==> src/rtl/sid_pkg.sv <==
// Shared types, rate table and level-dependent exponential period for the
// SID ADSR envelope generator.
package sid_pkg;

  typedef enum logic [1:0] {
    ATTACK        = 2'd0,
    DECAY_SUSTAIN = 2'd1,
    RELEASE       = 2'd2
  } env_state_t;

  localparam int RATE_W = 15;
  localparam int EXP_W  = 5;

  // Cycles between rate steps, indexed by the 4-bit rate nibble.
  localparam logic [RATE_W-1:0] RATE_PERIOD [0:15] = '{
    15'd9,    15'd32,   15'd63,   15'd95,
    15'd149,  15'd220,  15'd267,  15'd313,
    15'd392,  15'd977,  15'd1954, 15'd3126,
    15'd3907, 15'd11720, 15'd19532, 15'd31251
  };

  // Rate steps per envelope decrement; lower levels fall more slowly to
  // approximate an exponential curve.
  function automatic logic [EXP_W-1:0] exp_period(input logic [7:0] level);
    if (level >= 8'h5e)      return 5'd1;
    else if (level >= 8'h37) return 5'd2;
    else if (level >= 8'h1b) return 5'd4;
    else if (level >= 8'h0f) return 5'd8;
    else if (level >= 8'h07) return 5'd16;
    else if (level >= 8'h01) return 5'd30;
    else                     return 5'd1;
  endfunction

endpackage

==> src/rtl/sid_env_rate_counter.sv <==
// 15-bit rate prescaler: pulses step once every `period` cycles and never
// wraps when the period shrinks below the current count.
module sid_env_rate_counter
  import sid_pkg::*;
(
  input  logic              clock,
  input  logic              reset,
  input  logic              clear,
  input  logic [RATE_W-1:0] period,
  output logic              step
);

  logic [RATE_W-1:0] cnt;
  logic [RATE_W-1:0] cnt_inc;

  assign cnt_inc = cnt + 15'd1;
  assign step    = (cnt_inc == period);

  // NOTE: sequential state uses non-blocking assignments so every register
  // samples the pre-edge values, independent of statement order.
  always_ff @(posedge clock) begin
    if (reset || clear) begin
      cnt <= '0;
    end else if (cnt_inc >= period) begin
      // Equal: normal step. Greater: the rate index just dropped, restart.
      cnt <= '0;
    end else begin
      cnt <= cnt_inc;
    end
  end

endmodule

==> src/rtl/sid_envelope.sv <==
// Per-voice SID ADSR envelope: linear attack, exponential decay/release,
// 4-bit sustain level; one clock edge per SID cycle.
module sid_envelope
  import sid_pkg::*;
(
  input  logic       clock,
  input  logic       reset,
  input  logic       gate,
  input  logic [7:0] att_dec,
  input  logic [7:0] sus_rel,
  output logic [7:0] envelope
);

  env_state_t       state;
  env_state_t       state_next;
  logic             gate_prev;
  logic [EXP_W-1:0] exp_cnt;
  logic [EXP_W-1:0] exp_cnt_next;
  logic [EXP_W-1:0] exp_inc;
  logic [7:0]       env_next;
  logic [7:0]       sustain_level;
  logic [7:0]       decay_floor;
  logic [3:0]       rate_idx;
  logic             key_on;
  logic             key_off;
  logic             gate_edge;
  logic             step;

  assign key_on        = gate & ~gate_prev;
  assign key_off       = ~gate & gate_prev;
  assign gate_edge     = key_on | key_off;
  assign sustain_level = {sus_rel[7:4], sus_rel[7:4]};
  assign decay_floor   = (state == DECAY_SUSTAIN) ? sustain_level : 8'h00;
  assign exp_inc       = exp_cnt + 5'd1;

  always_comb begin
    case (state)
      ATTACK:        rate_idx = att_dec[7:4];
      DECAY_SUSTAIN: rate_idx = att_dec[3:0];
      default:       rate_idx = sus_rel[3:0];
    endcase
  end

  sid_env_rate_counter u_rate_counter (
    .clock  (clock),
    .reset  (reset),
    .clear  (gate_edge),
    .period (RATE_PERIOD[rate_idx]),
    .step   (step)
  );

  // NOTE: every output of this block gets a default first; a path that
  // left one unassigned would infer a latch.
  always_comb begin
    state_next   = state;
    env_next     = envelope;
    exp_cnt_next = exp_cnt;

    if (key_on) begin
      state_next   = ATTACK;
      exp_cnt_next = '0;
    end else if (key_off) begin
      state_next   = RELEASE;
      exp_cnt_next = '0;
    end else if (step) begin
      case (state)
        ATTACK: begin
          exp_cnt_next = '0;
          if (envelope != 8'hff) env_next = envelope + 8'd1;
          if (envelope >= 8'hfe) state_next = DECAY_SUSTAIN;
        end
        DECAY_SUSTAIN, RELEASE: begin
          if (exp_inc >= exp_period(envelope)) begin
            exp_cnt_next = '0;
            // Only falls toward the floor; a raised sustain never pulls up.
            if (envelope > decay_floor) env_next = envelope - 8'd1;
          end else begin
            exp_cnt_next = exp_inc;
          end
        end
        default: state_next = RELEASE;
      endcase
    end
  end

  always_ff @(posedge clock) begin
    if (reset) begin
      state     <= RELEASE;
      envelope  <= 8'h00;
      exp_cnt   <= '0;
      // Track the live gate so a gate held high through reset is not
      // mistaken for a new key-on once reset drops.
      gate_prev <= gate;
    end else begin
      state     <= state_next;
      envelope  <= env_next;
      exp_cnt   <= exp_cnt_next;
      gate_prev <= gate;
    end
  end

endmodule

==> config.mk <==
export PLATFORM = sky130hd
export DESIGN_NAME = sid_envelope
export DESIGN_NICKNAME = d
export VERILOG_FILES = /design/src/rtl/sid_pkg.sv /design/src/rtl/sid_env_rate_counter.sv /design/src/rtl/sid_envelope.sv
export SDC_FILE = /design/constraint.sdc
export NUM_CORES = 1
export LEC_CHECK = 0
export BUFFER_PORTS_ARGS = -buffer_cell sky130_fd_sc_hd__buf_2
export CAP_MARGIN = 20
export CORE_AREA = 2 2 75 77
export DETAILED_ROUTE_END_ITERATION = 7
export DIE_AREA = 0 0 77 79
export PLACE_DENSITY = 0.89
export SLEW_MARGIN = 0
export SYNTH_ARGS = -nofsm -noshare
export SYNTH_HDL_FRONTEND = slang
export SYNTH_HIERARCHICAL = 1
export SYNTH_SLANG_ARGS = --single-unit
==> constraint.sdc <==
create_clock -name clock -period 6 [get_ports clock]
set_clock_uncertainty 0.15 [all_clocks]
set_input_delay 0 -clock clock [delete_from_list [all_inputs] [get_ports clock]]
set_output_delay 0 -clock clock [all_outputs]
set_load 0.02 [all_outputs]
==> impl_metrics.tcl <==
set metrics [dict create \
    swShare 0.323 \
    die_area_mm2 0.00608 \
    grt_antenna_before_repair 0 \
    path_clk_slew_ns 0.06 \
    setup_viol_count_final 0 \
    rsz0062_at_grt "no" \
    synth_area_mm2 0.00304 \
    hold_path.class "in2reg" \
    yosys.area.top_type "dfxtp_1" \
    fp.dieH_um 79 \
    switchingPower_w 0.000161 \
    arrival_ns 5.30 \
    syn_inst 378 \
    path_class "reg2reg" \
    cts_tree "built" \
    wire_per_inst_um 14.4 \
    synthArstFlopShare 0 \
    n_antenna_cell 0 \
    fmax_mhz 191 \
    synth_ff_type "dfxtp_1" \
    portBuffers 26 \
    leakage_nw 1.48 \
    drc 0 \
    peakVddDrop_mv 0.0992 \
    ant_nets 0 \
    first_global_vias 2658 \
    die_x_um 77 \
    clockBufferDepth 2 \
    grt-ovfl-total 0 \
    utilization 0.613 \
    post_cts_resized 0 \
    rr_startpoint "state[1]$_SDFFE_PP1P_" \
    num_vias 2805 \
    power.density_mw_per_mm2 152 \
    min_to "gate_prev$_DFF_P_" \
    reg2reg_slack_ns 0.77 \
    grt_start_max_net_pins 20 \
    via_per_inst 6.01 \
    yosysMostFrequentCell "ha_1" \
    setup_tns_ns 0 \
    routed_wl_um 6720 \
    ys_top_cells_by_area "dfxtp_1, ha_1, a21oi_1" \
    period_share 0.872 \
    ys_ff_latch 31 \
    drive_above_1_share 0.137 \
    synth_nets 445 \
    crit_required_ns 6.07 \
    status "completed" \
    p_seq_frac 0.423 \
    cts_inserted_buffers 5 \
    ys_warn_count 6 \
    start_util 0.570 \
    place.gp.congestion 0.877 \
    clockRootBuffer "clkbuf_8" \
    syn_avg_cell_area_um2 8.04 \
    synth_top_area_frac 0.204 \
    worst_pin_slew_ns 0.894 \
    grt_pass1_wl_um 11800 \
    core_area_mm2 0.00534 \
    intPower_w 0.000337 \
    period_needed_ns 5.23 \
    p_total_w 0.000497 \
    synth_edf_count 0 \
    dp_hpwl_um 5060 \
    cap_violations 0 \
    slew_viol_final 0 \
    num_rows 27 \
    clockPowerShare 0.301 \
    min-delay-start "gate" \
    end_kind "register" \
    rr_endpoint "envelope[7]$_SDFFE_PP0P_" \
    whs_path_depth 2 \
    top_level_ports 27 \
    slew_headroom 0.404 \
    area_growth_pct 7.65 \
    drt_iter0_drc 158 \
    synth_common_cells "ha_1, inv_1, a21oi_1, dfxtp_1, nor2_1" \
    pwr-share-comb 0.275 \
    nFillCells 464 \
    startpoint_type "register" \
    track_usage 0.235 \
    htreeDepth 2 \
    cts_setup_buffers 0 \
    clock_latency_ns 0.29 \
    cts.sinks 31 \
    nets 463 \
    finalHoldViolCount 0 \
    drtPass1Iterations 4 \
    yosysUniqueCellTypes 54 \
    r2r_cells 19 \
    ys_seq_area_frac 0.204 \
    worstPathMaxFanout 14 \
]
[power by group through the flow]
| stage | clock network, W | logic [W] | registers (W) |
|---|---|---|---|
| floorplan | 0 | 0.000104 | 0.000214 |
| global route | 0.000158 | 0.000155 | 0.000211 |
| CTS | 0.000152 | 0.000135 | 0.000211 |
| finish | 0.000150 | 0.000137 | 0.000211 |
| global placement | 0 | 0.000128 | 0.000215 |
| detailed placement | 0 | 0.000132 | 0.000215 |
[worst max-delay path, cell delays in order (launching register included)]
cell      delay [ns]
dfxtp_1         0.33
inv_1           0.08
ha_1            0.39
nor2_1          0.16
a21oi_1         0.63
inv_1           0.16
ha_1            0.32
nor2_1          0.16
a21oi_1         0.05
o21ai_0         0.16
inv_1           0.06
ha_1            0.29
nand4_1         0.14
or4_1           0.58
inv_1           0.18
o211ai_1        0.11
a31oi_1         0.19
o311ai_2        0.30
or4_1           0.58
a21oi_1         0.14
[sequential cells by signal, summed over array words and instances (netlist names)]
name	cells
u_rate_counter/cnt	15
envelope	8
exp_cnt	5
state	2
gate_prev	1
[cell type report]
class	count	area [um2]	share of cell area
Clock buffer	6	72.6	0.0222
Inverter	34	128	0.0390
Multi-Input combinational cell	295	2200	0.674
Sequential cell	31	621	0.190
Tap cell	72	90.1	0.0275
Timing Repair Buffer	29	158	0.0482
[repair_timing]
action	4_1_cts	5_1_grt
endpoints found under the setup margin	0	0
hold buffers	2	0
endpoints found under the hold margin	10	0
[routing by layer]
metal  global-route usage  vias to the layer above  share of wire
met2                0.382                      102           0.45
met5                    0                        -              0
li1                     -                     1402              -
met3               0.0341                       13          0.061
met1                0.315                     1288           0.47
met4               0.0946                        0          0.023
[per-stage QoR]
step	hold WS, ns	instance area (um2)	setup WS, ns	cells
after floorplan	-0.122	3040	1.50	378
after global routing	0.269	3270	0.269	467
after global placement	0.00759	3180	1.12	459
final	0.264	3270	0.769	467
after detailed placement	0.0123	3180	0.830	459
after CTS	0.257	3270	0.822	467
[cell families after synthesis]
logic type,Yosys count,share of synthesized area
compound gates,94,0.214
xor+xnor,19,0.0547
fa+ha+maj,48,0.198
buf+inv,52,0.0708
flops,31,0.204
mux,1,0.00370
simple gates,133,0.255
[placed cells by master, fill, tap and decap left out, types with 2 or more instances in the layout]
| cell type | instances |
|---|---|
| a22o_1 | 4 |
| inv_2 | 2 |
| o21ai_0 | 14 |
| o211ai_1 | 4 |
| nand4_1 | 7 |
| nor3_1 | 12 |
| buf_2 | 26 |
| nor2_1 | 26 |
| and3_1 | 5 |
| nand2_1 | 23 |
| nor3b_1 | 7 |
| a211oi_1 | 6 |
| or3_1 | 6 |
| ha_1 | 48 |
| nand2b_1 | 3 |
| a41o_1 | 2 |
| clkbuf_8 | 5 |
| nand3_1 | 18 |
| a21oi_1 | 31 |
| nor4_1 | 4 |
| xnor2_1 | 9 |
| nor2b_1 | 3 |
| nor3b_2 | 9 |
| xor2_1 | 10 |
| o31ai_1 | 2 |
| or4_1 | 3 |
| dlygate4sd3_1 | 2 |
| inv_1 | 32 |
| a21o_1 | 10 |
| a31oi_1 | 7 |
| dfxtp_1 | 31 |
[worst max-delay path by stage]
stage / depth (start not counted) / slack (ns) / start / endpoint
2_1_floorplan: 21 / 1.50 / state[0]$_SDFFE_PP0P_ / envelope[2]$_SDFFE_PP0P_
3_3_place_gp: 19 / 1.12 / state[0]$_SDFFE_PP0P_ / envelope[7]$_SDFFE_PP0P_
3_5_place_dp: 19 / 0.83 / state[1]$_SDFFE_PP1P_ / envelope[7]$_SDFFE_PP0P_
4_1_cts: 19 / 0.82 / state[1]$_SDFFE_PP1P_ / envelope[7]$_SDFFE_PP0P_
5_1_grt: 19 / 0.27 / state[1]$_SDFFE_PP1P_ / envelope[7]$_SDFFE_PP0P_
6_report: 19 / 0.77 / state[1]$_SDFFE_PP1P_ / envelope[7]$_SDFFE_PP0P_
(Power assumes the default switching activity.)
